## src/rtl/control_unit_fsm_pkg.sv

```systemverilog
// Shared definitions for the cs147sec05 control unit: state codes, opcode and
// funct constants, ALU operation codes, CTRL bit positions and a per-instruction
// data-path settings record with helpers that build its common shapes.
package control_unit_fsm_pkg;

  localparam int CTRL_WIDTH     = 32;
  localparam int ALU_OPRN_WIDTH = 6;

  typedef enum logic [2:0] {
    S_IDLE   = 3'd0,
    S_FETCH  = 3'd1,
    S_DECODE = 3'd2,
    S_EXE    = 3'd3,
    S_MEM    = 3'd4,
    S_WB     = 3'd5
  } state_e;

  // Opcodes
  localparam logic [5:0] OP_RTYPE = 6'h00;
  localparam logic [5:0] OP_ADDI  = 6'h08;
  localparam logic [5:0] OP_MULI  = 6'h1d;
  localparam logic [5:0] OP_ANDI  = 6'h0c;
  localparam logic [5:0] OP_ORI   = 6'h0d;
  localparam logic [5:0] OP_LUI   = 6'h0f;
  localparam logic [5:0] OP_SLTI  = 6'h0a;
  localparam logic [5:0] OP_BEQ   = 6'h04;
  localparam logic [5:0] OP_BNE   = 6'h05;
  localparam logic [5:0] OP_LW    = 6'h23;
  localparam logic [5:0] OP_SW    = 6'h2b;
  localparam logic [5:0] OP_JMP   = 6'h02;
  localparam logic [5:0] OP_JAL   = 6'h03;
  localparam logic [5:0] OP_PUSH  = 6'h1b;
  localparam logic [5:0] OP_POP   = 6'h1c;

  // R-type funct codes
  localparam logic [5:0] FN_ADD = 6'h20;
  localparam logic [5:0] FN_SUB = 6'h22;
  localparam logic [5:0] FN_MUL = 6'h2c;
  localparam logic [5:0] FN_AND = 6'h24;
  localparam logic [5:0] FN_OR  = 6'h25;
  localparam logic [5:0] FN_NOR = 6'h27;
  localparam logic [5:0] FN_SLT = 6'h2a;
  localparam logic [5:0] FN_SLL = 6'h01;
  localparam logic [5:0] FN_SRL = 6'h02;
  localparam logic [5:0] FN_JR  = 6'h08;

  // ALU operation codes
  localparam logic [ALU_OPRN_WIDTH-1:0] ALU_ADD = 6'd1;
  localparam logic [ALU_OPRN_WIDTH-1:0] ALU_SUB = 6'd2;
  localparam logic [ALU_OPRN_WIDTH-1:0] ALU_MUL = 6'd3;
  localparam logic [ALU_OPRN_WIDTH-1:0] ALU_SHR = 6'd4;
  localparam logic [ALU_OPRN_WIDTH-1:0] ALU_SHL = 6'd5;
  localparam logic [ALU_OPRN_WIDTH-1:0] ALU_AND = 6'd6;
  localparam logic [ALU_OPRN_WIDTH-1:0] ALU_OR  = 6'd7;
  localparam logic [ALU_OPRN_WIDTH-1:0] ALU_NOR = 6'd8;
  localparam logic [ALU_OPRN_WIDTH-1:0] ALU_SLT = 6'd9;

  // CTRL bit positions; bits above CB_PC_LOAD are always zero
  localparam int CB_PC_LOAD  = 28;
  localparam int CB_SP_LOAD  = 27;
  localparam int CB_PC_SEL_1 = 26;
  localparam int CB_PC_SEL_2 = 25;
  localparam int CB_PC_SEL_3 = 24;
  localparam int CB_R1_SEL_1 = 23;
  localparam int CB_IR_LOAD  = 22;
  localparam int CB_WA_SEL_1 = 21;
  localparam int CB_WA_SEL_2 = 20;
  localparam int CB_WA_SEL_3 = 19;
  localparam int CB_WD_SEL_1 = 18;
  localparam int CB_WD_SEL_2 = 17;
  localparam int CB_WD_SEL_3 = 16;
  localparam int CB_OP1_SEL_1 = 15;
  localparam int CB_OP2_SEL_1 = 14;
  localparam int CB_OP2_SEL_2 = 13;
  localparam int CB_OP2_SEL_3 = 12;
  localparam int CB_OP2_SEL_4 = 11;
  localparam int CB_REG_R    = 10;
  localparam int CB_REG_W    = 9;
  localparam int CB_ALU_MSB  = 8;
  localparam int CB_ALU_LSB  = 3;
  localparam int CB_MA_SEL_1 = 2;
  localparam int CB_MA_SEL_2 = 1;
  localparam int CB_MD_SEL_1 = 0;

  // Everything one instruction needs from the data path, independent of state
  typedef struct packed {
    logic                      r1_sel_1;
    logic                      op1_sel_1;
    logic                      op2_sel_1;
    logic                      op2_sel_2;
    logic                      op2_sel_3;
    logic                      op2_sel_4;
    logic [ALU_OPRN_WIDTH-1:0] alu_oprn;
    logic                      reg_w;
    logic                      sp_load;
    logic                      wa_sel_1;
    logic                      wa_sel_2;
    logic                      wa_sel_3;
    logic                      wd_sel_1;
    logic                      wd_sel_2;
    logic                      wd_sel_3;
    logic                      pc_sel_1;
    logic                      pc_sel_3;
    logic                      br_eq;
    logic                      br_ne;
    logic                      mem_read;
    logic                      mem_write;
    logic                      ma_sel_1;
    logic                      md_sel_1;
  } inst_info_t;

  // No-op: next PC is pc+1, nothing written, no memory access
  function automatic inst_info_t info_nop();
    inst_info_t i;
    i = {$bits(inst_info_t){1'b0}};
    i.pc_sel_1 = 1'b1;
    i.pc_sel_3 = 1'b1;
    return i;
  endfunction

  // Register-register ALU op writing rd
  function automatic inst_info_t info_rtype(input logic [ALU_OPRN_WIDTH-1:0] alu);
    inst_info_t i;
    i = info_nop();
    i.op2_sel_4 = 1'b1;
    i.alu_oprn  = alu;
    i.reg_w     = 1'b1;
    i.wa_sel_3  = 1'b1;
    i.wd_sel_3  = 1'b1;
    return i;
  endfunction

  // Register-immediate ALU op writing rt; sext picks sign- over zero-extension
  function automatic inst_info_t info_imm(input logic [ALU_OPRN_WIDTH-1:0] alu,
                                          input logic sext);
    inst_info_t i;
    i = info_nop();
    i.op2_sel_2 = sext;
    i.alu_oprn  = alu;
    i.reg_w     = 1'b1;
    i.wa_sel_1  = 1'b1;
    i.wa_sel_3  = 1'b1;
    i.wd_sel_3  = 1'b1;
    return i;
  endfunction

endpackage

```

## src/rtl/control_unit_fsm_ctrl_decode.sv

```systemverilog
// Combinational map from (state, opcode, funct, zero_q) to the CTRL word and
// the memory strobes. Operand/ALU selects appear in EXE and are held through
// MEM and WB; write-back and PC selects are only driven in WB.
module control_unit_fsm_ctrl_decode
  import control_unit_fsm_pkg::*;
(
  input  state_e                state,
  input  logic [5:0]            opcode,
  input  logic [5:0]            funct,
  input  logic                  zero_q,
  output logic [CTRL_WIDTH-1:0] ctrl,
  output logic                  read,
  output logic                  write
);

  inst_info_t info_s;

  // Operand-side fields shared by EXE, MEM and WB
  function automatic logic [CTRL_WIDTH-1:0] operand_bits(input inst_info_t i);
    logic [CTRL_WIDTH-1:0] w;
    w = {CTRL_WIDTH{1'b0}};
    w[CB_R1_SEL_1]  = i.r1_sel_1;
    w[CB_OP1_SEL_1] = i.op1_sel_1;
    w[CB_OP2_SEL_1] = i.op2_sel_1;
    w[CB_OP2_SEL_2] = i.op2_sel_2;
    w[CB_OP2_SEL_3] = i.op2_sel_3;
    w[CB_OP2_SEL_4] = i.op2_sel_4;
    w[CB_ALU_MSB:CB_ALU_LSB] = i.alu_oprn;
    return w;
  endfunction

  // Classify the instruction into the data-path settings it needs
  always_comb begin
    info_s = info_nop();
    case (opcode)
      OP_RTYPE: begin
        case (funct)
          FN_ADD: info_s = info_rtype(ALU_ADD);
          FN_SUB: info_s = info_rtype(ALU_SUB);
          FN_MUL: info_s = info_rtype(ALU_MUL);
          FN_AND: info_s = info_rtype(ALU_AND);
          FN_OR:  info_s = info_rtype(ALU_OR);
          FN_NOR: info_s = info_rtype(ALU_NOR);
          FN_SLT: info_s = info_rtype(ALU_SLT);
          FN_SLL: begin
            info_s = info_rtype(ALU_SHL);
            info_s.op2_sel_4 = 1'b0;
            info_s.op2_sel_3 = 1'b1;
            info_s.op2_sel_1 = 1'b1;
          end
          FN_SRL: begin
            info_s = info_rtype(ALU_SHR);
            info_s.op2_sel_4 = 1'b0;
            info_s.op2_sel_3 = 1'b1;
            info_s.op2_sel_1 = 1'b1;
          end
          FN_JR:   info_s.pc_sel_1 = 1'b0;
          default: info_s = info_nop();
        endcase
      end
      OP_ADDI: info_s = info_imm(ALU_ADD, 1'b1);
      OP_MULI: info_s = info_imm(ALU_MUL, 1'b1);
      OP_SLTI: info_s = info_imm(ALU_SLT, 1'b1);
      OP_ANDI: info_s = info_imm(ALU_AND, 1'b0);
      OP_ORI:  info_s = info_imm(ALU_OR, 1'b0);
      OP_LUI: begin
        info_s.reg_w    = 1'b1;
        info_s.wa_sel_1 = 1'b1;
        info_s.wa_sel_3 = 1'b1;
        info_s.wd_sel_2 = 1'b1;
        info_s.wd_sel_3 = 1'b1;
      end
      OP_BEQ: begin
        info_s.op2_sel_4 = 1'b1;
        info_s.alu_oprn  = ALU_SUB;
        info_s.br_eq     = 1'b1;
      end
      OP_BNE: begin
        info_s.op2_sel_4 = 1'b1;
        info_s.alu_oprn  = ALU_SUB;
        info_s.br_ne     = 1'b1;
      end
      OP_LW: begin
        info_s = info_imm(ALU_ADD, 1'b1);
        info_s.wd_sel_1 = 1'b1;
        info_s.mem_read = 1'b1;
      end
      OP_SW: begin
        info_s.op2_sel_2 = 1'b1;
        info_s.alu_oprn  = ALU_ADD;
        info_s.mem_write = 1'b1;
      end
      OP_JMP: info_s.pc_sel_3 = 1'b0;
      OP_JAL: begin
        info_s.pc_sel_3 = 1'b0;
        info_s.reg_w    = 1'b1;
        info_s.wa_sel_2 = 1'b1;
      end
      OP_PUSH: begin
        // r0 is routed through r1 so it can be stored at sp, then sp-1
        info_s.r1_sel_1  = 1'b1;
        info_s.op1_sel_1 = 1'b1;
        info_s.op2_sel_3 = 1'b1;
        info_s.alu_oprn  = ALU_SUB;
        info_s.sp_load   = 1'b1;
        info_s.mem_write = 1'b1;
        info_s.ma_sel_1  = 1'b1;
        info_s.md_sel_1  = 1'b1;
      end
      OP_POP: begin
        // Read from sp+1 into r0 and move sp to sp+1
        info_s.op1_sel_1 = 1'b1;
        info_s.op2_sel_3 = 1'b1;
        info_s.alu_oprn  = ALU_ADD;
        info_s.sp_load   = 1'b1;
        info_s.reg_w     = 1'b1;
        info_s.wd_sel_1  = 1'b1;
        info_s.wd_sel_3  = 1'b1;
        info_s.mem_read  = 1'b1;
      end
      default: info_s = info_nop();
    endcase
  end

  // Assemble CTRL and the memory strobes for the current state
  always_comb begin
    ctrl  = {CTRL_WIDTH{1'b0}};
    read  = 1'b0;
    write = 1'b0;
    case (state)
      S_IDLE: begin
        ctrl = {CTRL_WIDTH{1'b0}};
      end
      S_FETCH: begin
        // IR is still stale here, so nothing depends on the instruction
        read = 1'b1;
        ctrl[CB_MA_SEL_2] = 1'b1;
        ctrl[CB_IR_LOAD]  = 1'b1;
      end
      S_DECODE: begin
        ctrl[CB_REG_R]    = 1'b1;
        ctrl[CB_R1_SEL_1] = info_s.r1_sel_1;
      end
      S_EXE: begin
        ctrl = operand_bits(info_s);
        ctrl[CB_REG_R] = 1'b1;
      end
      S_MEM: begin
        ctrl = operand_bits(info_s);
        ctrl[CB_REG_R]    = 1'b1;
        ctrl[CB_MA_SEL_1] = info_s.ma_sel_1;
        ctrl[CB_MD_SEL_1] = info_s.md_sel_1;
        read  = info_s.mem_read;
        write = info_s.mem_write;
      end
      S_WB: begin
        ctrl = operand_bits(info_s);
        ctrl[CB_PC_LOAD]  = 1'b1;
        ctrl[CB_SP_LOAD]  = info_s.sp_load;
        ctrl[CB_REG_W]    = info_s.reg_w;
        ctrl[CB_PC_SEL_1] = info_s.pc_sel_1;
        ctrl[CB_PC_SEL_2] = (info_s.br_eq & zero_q) | (info_s.br_ne & ~zero_q);
        ctrl[CB_PC_SEL_3] = info_s.pc_sel_3;
        ctrl[CB_WA_SEL_1] = info_s.wa_sel_1;
        ctrl[CB_WA_SEL_2] = info_s.wa_sel_2;
        ctrl[CB_WA_SEL_3] = info_s.wa_sel_3;
        ctrl[CB_WD_SEL_1] = info_s.wd_sel_1;
        ctrl[CB_WD_SEL_2] = info_s.wd_sel_2;
        ctrl[CB_WD_SEL_3] = info_s.wd_sel_3;
      end
      default: begin
        ctrl = {CTRL_WIDTH{1'b0}};
      end
    endcase
  end

endmodule

```

## src/rtl/control_unit_fsm.sv

```systemverilog
// Multicycle sequencer for the cs147sec05 data path. Steps every instruction
// through FETCH, DECODE, EXE, MEM, WB and captures the ALU zero flag at the end
// of EXE for the branch decision in WB.
module control_unit_fsm
  import control_unit_fsm_pkg::*;
(
  input  logic                  CLK,
  input  logic                  RST,
  input  logic [31:0]           INSTRUCTION,
  input  logic                  ZERO,
  output logic [CTRL_WIDTH-1:0] CTRL,
  output logic                  READ,
  output logic                  WRITE,
  output logic [2:0]            STATE
);

  state_e state_r;
  state_e next_state_s;
  logic   zero_q_r;
  logic   unused_instr_s;

  // Register, address and immediate fields are consumed by the data path only
  assign unused_instr_s = ^INSTRUCTION[25:6];
  assign STATE = state_r;

  // State register
  always_ff @(posedge CLK or negedge RST) begin
    if (!RST) begin
      state_r <= S_IDLE;
    end else begin
      state_r <= next_state_s;
    end
  end

  // Fixed five-step sequence; illegal codes recover into FETCH
  always_comb begin
    next_state_s = S_FETCH;
    case (state_r)
      S_IDLE:   next_state_s = S_FETCH;
      S_FETCH:  next_state_s = S_DECODE;
      S_DECODE: next_state_s = S_EXE;
      S_EXE:    next_state_s = S_MEM;
      S_MEM:    next_state_s = S_WB;
      S_WB:     next_state_s = S_FETCH;
      default:  next_state_s = S_FETCH;
    endcase
  end

  // Capture the zero flag produced by the EXE-stage ALU operation
  always_ff @(posedge CLK or negedge RST) begin
    if (!RST) begin
      zero_q_r <= 1'b0;
    end else if (state_r == S_EXE) begin
      zero_q_r <= ZERO;
    end else begin
      zero_q_r <= zero_q_r;
    end
  end

  control_unit_fsm_ctrl_decode u_ctrl_decode (
    .state  (state_r),
    .opcode (INSTRUCTION[31:26]),
    .funct  (INSTRUCTION[5:0]),
    .zero_q (zero_q_r),
    .ctrl   (CTRL),
    .read   (READ),
    .write  (WRITE)
  );

endmodule

```

## config.mk

```make
export PLATFORM = sky130hd
export DESIGN_NAME = control_unit_fsm
export DESIGN_NICKNAME = d
export VERILOG_FILES = /design/src/rtl/control_unit_fsm_pkg.sv /design/src/rtl/control_unit_fsm_ctrl_decode.sv /design/src/rtl/control_unit_fsm.sv
export SDC_FILE = /design/constraint.sdc
export NUM_CORES = 1
export LEC_CHECK = 0
export BUFFER_PORTS_ARGS = -buffer_cell sky130_fd_sc_hd__buf_2
export CAP_MARGIN = 15
export CELL_PAD_IN_SITES_DETAIL_PLACEMENT = 0
export CELL_PAD_IN_SITES_GLOBAL_PLACEMENT = 1
export CORE_MARGIN = 3
export CORE_UTILIZATION = 30
export CTS_BUF_LIST = sky130_fd_sc_hd__clkbuf_4
export CTS_CLUSTER_DIAMETER = 60
export DETAILED_ROUTE_END_ITERATION = 7
export PLACE_DENSITY = 0.9
export SYNTH_ARGS = -nofsm -noshare
export SYNTH_HDL_FRONTEND = slang
export SYNTH_HIERARCHICAL = 1
export SYNTH_SLANG_ARGS = --single-unit
```

## constraint.sdc

```tcl
create_clock -name CLK -period 2.8 [get_ports CLK]
set_input_delay 0.28 -clock CLK [delete_from_list [all_inputs] [get_ports CLK]]
set_output_delay 0.28 -clock CLK [all_outputs]
set_load 0.02 [all_outputs]
```

Word-level counts from Yosys, hierarchy flattened

Cells that the tools add are included.

Output and inout bits: 37
Register bits: 4
Input port bits: 35
Logic and storage cells: 84

Reductions and logical operators: 15
Eq/ne operators: 29
Bitwise gates (word level): 4
Muxes and demuxes: 34

Operators with widths:

| operator           | number |
|---|---|
| $pmux 18 s9        | 1 |
| $eq 6x6->1 const B | 9 |
| $pmux 6 s7         | 1 |
| $eq 6x4->1 const B | 6 |
| $pmux 1 s2         | 14 |
| $pmux 8 s3         | 1 |
| $pmux 11 s2        | 1 |
| $eq 6x2->1 const B | 3 |
| $eq 6x5->1 const B | 3 |
| $mux 1             | 13 |
| $eq 6x3->1 const B | 2 |
| $pmux 3 s4         | 1 |
| $reduce_or 2->1    | 6 |
| $reduce_or 9->1    | 1 |
| $reduce_or 4->1    | 2 |
| $reduce_or 8->1    | 1 |
| $reduce_or 7->1    | 1 |
| $eq 3x2->1 const B | 2 |
| $eq 3x3->1 const B | 2 |
| $eq 6x1->1 const B | 1 |
| $logic_not 6->1    | 1 |
| $reduce_or 3->1    | 2 |
| $mux 5             | 1 |
| $reduce_or 5->1    | 1 |
| 5 further kinds    | 6 |

Logic depth before layout (Yosys ltp)

Depth in word-level cells: 5
Mapped depth: 6
Mapped depth without buffers: 5

Hierarchy

The synthesis kept the hierarchy.

Modules (own cells, without submodules):

| module                       | area an instance (um2) | seq. area each (um2) | instances | cells an instance |
|---|---|---|---|---|
| control_unit_fsm_ctrl_decode | 910.9                  | 0.0                  | 1         | 156 |
| control_unit_fsm             | 166.4                  | 100.1                | 1         | 11 |

Least setup slack after synthesis

Ideal clock, no wire load.

Kind: register to output
From: register state_r[1], in the netlist STATE[1]
To: output WRITE
Arrival time: 1586 ps
Path slack: 934 ps
Path buffers: 0
Data required time: 2520 ps
Cell stages (with the launch flop): 3
Path through: dfrtp_1 > nand2b_1 > nor4b_1

Cells in the longest elaborated chain, start to end: 2

RTL lines:

| item                     | line                                | RTL |
|---|---|---|
| start: declaration       | control_unit_fsm.sv:17              | `state_e state_r;` |
| start signal: assignment | control_unit_fsm.sv:31              | `state_r <= next_state_s;` |
| $eq 3x3->1               | control_unit_fsm_ctrl_decode.sv:130 | `case (state)` |
| $mux 1                   | control_unit_fsm_ctrl_decode.sv:130 |  |
| end: declaration         | control_unit_fsm.sv:13              | `output logic WRITE,` |

Every way passes these cells.

Worst setup path in the final report

From: input INSTRUCTION[30]
To: output READ

Cells in the longest elaborated chain, start to end: 4
Elaborated cells between the ends (all ways): 5
Those cells by class: eq/ne: 2; mux: 2; reduce/logical: 1

RTL lines:

| item                                     | line                                | RTL |
|---|---|---|
| start: declaration                       | control_unit_fsm.sv:9               | `input logic [31:0] INSTRUCTION,` |
| $eq 6x5->1 or $eq 6x6->1 (tied branches) | control_unit_fsm_ctrl_decode.sv:35  | `case (opcode)` |
| $reduce_or 2->1 (no source line) (*)     | -                                   |  |
| $mux 1 (*)                               | -                                   |  |
| $pmux 1 s2 (*)                           | control_unit_fsm_ctrl_decode.sv:130 |  |
| end: declaration                         | control_unit_fsm.sv:12              | `output logic READ,` |

Mark *: on every way between the ends. The rest lies on a longest branch, timed or not.

==> key figures <==
Placed design
  • Number of port buffers: 46
  • Dpl hpwl: roughly 2.5 mm
  • Placed Instances: 246
  • Pre-CTS setup slack: just over 0.7 ns
  • Placer Congestion: 0.847

Route
  • # DRC: 0
  • Via count: around 1300
  • Initial DRC Count: 77
  • Final ANT Viol Nets: 0
  • Detail-routed via count per cell: roughly 5.1
  • WL per Instance: roughly 13 um
  • Final WL: 3.23 mm
  • DRT Pass-1 Iters: 4

Clock network
  • CTS Buffer Depth: 2
  • CTS tree: yes
  • H-tree depth: 1
  • CTS Sinks: 4
  • CTS resizes: 0
  • Num CTS Buffers: 3
  • Root Driver: clkbuf_4
  • Later-pin clock latency in the skew report: roughly 0.23 ns
  • Post-CTS setup buffer count: 0
  • Clock-pin slew on the worst setup and hold paths: roughly 0.04 ns

STA
  • Setup_tns: 0 ns
  • Worst hold margin: ~0.28 ns
  • Slew Viols, Final: 0
  • Setup-failing EPs final: 0
  • Unrepaired setup endpoints after global routing: false
  • Top achievable clock speed: between 0.4 and 0.5 GHz
  • Final worst path period share: 0.744
  • Final Hold Vio Count: 0
  • Final WS setup: just over 0.7 ns
  • Final Skew: about 0.0019 ns
  • Final min period: ~2.1 ns

Die
  • I/O pins: ~70
  • Die width: between 60 and 70 um
  • Starting Density: 0.318
  • Die area: ~4300 sq um
  • Die H: roughly 66 um
  • Core Area: ~3400 sq um
  • Row count: 21

Finish
  • Most common cell after layout, fill and taps aside: buf_2
  • Most frequent cells in the layout: buf_2, nor2_1, a21oi_1
  • # diodes: 0
  • Final Net Count: about 240
  • Final core utilization: 0.388
  • Share of post-route cells with drive strength above 1: 0.270
  • Area growth from synthesis to layout: 22.0%
  • Post-Layout Cell Count: 250

Logic synthesis
  • Library cells used by synthesis: 42
  • Avg Cell Area, Syn: between 6 and 7 sq um
  • Syn. warnings: 6
  • EDFF count, synth: 0
  • Sequential area share after synthesis: 0.0929
  • Synthesized flop and latch total: 4
  • Async SR Flop Fraction: 1.00
  • Top_reg_cell synth: dfrtp_1
  • Synthesized area: 1080 sq um
  • Cells after Synth: approximately 170

Worst setup path
  • Worst reg2reg startpoint: STATE[0]
  • Crit start category: input pin
  • Kind of critical path: input pin to output pin
  • Crit path from: INSTRUCTION[30]
  • Critical path fanouts, max: 13
  • CP required: around 2.5 ns
  • Worst path arrival time: ~1.8 ns
  • Crit. End Element: output pin

Status
  • Status: finished, final reports clean

Pwr
  • Peak VDD IR: between 100 and 150 uV
  • Pwr dens: 186 nW/um^2
  • Static leakage: 0.000633 uW

Worst hold path
  • Hold WC Path Type: input pin to register
  • Hold path start: ZERO

GRT
  • GRT Residual Overflow: 0
  • All-Layer GR Usage: 0.145
  • Largest net degree at the start of global routing: 20
  • Vias in the first global route: roughly 1100
  • First-pass GRT wire length: between 5 and 6 mm
  • Initial antenna violation count: 0

Flow run
  • Maxcap violations: 0
-- state kept, by name, summed over array words and instances, names as in the netlist --
| register | flops |
|---|---|
| STATE | 3 |
| zero_q_r | 1 |
-- metrics by stage --
step	power, uW	instance area (sq um)
after floorplan	151	1090
after global placement	171	1280
after detailed placement	172	1280
after CTS	248	1310
after global routing	263	1310
final	244	1310
-- worst paths after layout --
kind | slack [ns] | end | depth (start not counted)
min in group asynchronous | 0.37 | STATE[0] | 2
max reg2reg | 1.68 | zero_q_r | 2
min reg2reg | 0.53 | zero_q_r | 1
min | 0.28 | zero_q_r | 2
max | 0.72 | READ | 6
max in group asynchronous | 2.30 | zero_q_r | 2
-- per-layer routing --
| metal | up-vias | track usage | routed length, um |
|---|---|---|---|
| li1 | 648 | - | - |
| met1 | 580 | 0.211 | 1470 |
| met2 | 46 | 0.215 | 1460 |
| met3 | 2 | 0.0204 | 275 |
| met4 | 0 | 0.0492 | 21 |
| met5 | - | 0 | 0 |
-- logic make-up (layout without fill, tap and decap cells) --
group / Yosys count / after routing / synth area share
DFF: 4 / 4 / 0.0929
xor gates and xnor gates: 5 / 5 / 0.0407
muxes: 3 / 3 / 0.0325
AOI/OAI and AO/OA: 44 / 44 / 0.252
buffers and inverters: 21 / 54 / 0.109
and+or+nand+nor: 89 / 89 / 0.469
other: 1 / 5 / 0.00348
-- synthesized netlist by cell type, types with 4 or more instances --
cell | count | area, sq um
dfrtp_1 | 4 | 100
nor2_1 | 24 | 90.1
buf_4 | 7 | 52.6
a21oi_1 | 18 | 90.1
o21ai_0 | 7 | 35.0
nand2_1 | 13 | 48.8
nand3_1 | 4 | 20.0
nor2b_1 | 13 | 81.3
buf_2 | 10 | 50.1
nor3_1 | 8 | 40.0
nand2b_1 | 10 | 62.6
-- what timing repair did --
item,4_1_cts,5_1_grt
hold endpoints to repair,4,0
hold buffers,1,0
endpoints found under the setup margin,0,0
-- critical path: stages --
cell and delay (ns):
buf_2 0.25, nor2b_1 0.34, a41oi_1 0.22, or3b_1 0.39, a21oi_1 0.14, buf_2 0.18
-- report_power, final --
| group | switching, uW | leakage (uW) | total (uW) | internal, uW |
|---|---|---|---|---|
| Sequential | 0.504 | 0.0000490 | 59.4 | 58.9 |
| Clock | 22.9 | 0.0000138 | 70.8 | 47.9 |
| Combinational | 73.6 | 0.000570 | 114 | 40.3 |
-- layout make-up --
type | instances | area (sq um)
Inverter | 3 | 11.3
Clock buffer | 3 | 22.5
Tap cell | 46 | 57.6
Sequential cell | 4 | 100
Multi-Input combinational cell | 146 | 875
Timing Repair Buffer | 48 | 248
Fill cell | 407 | 2080
Power figures use the tool's default switching activity.
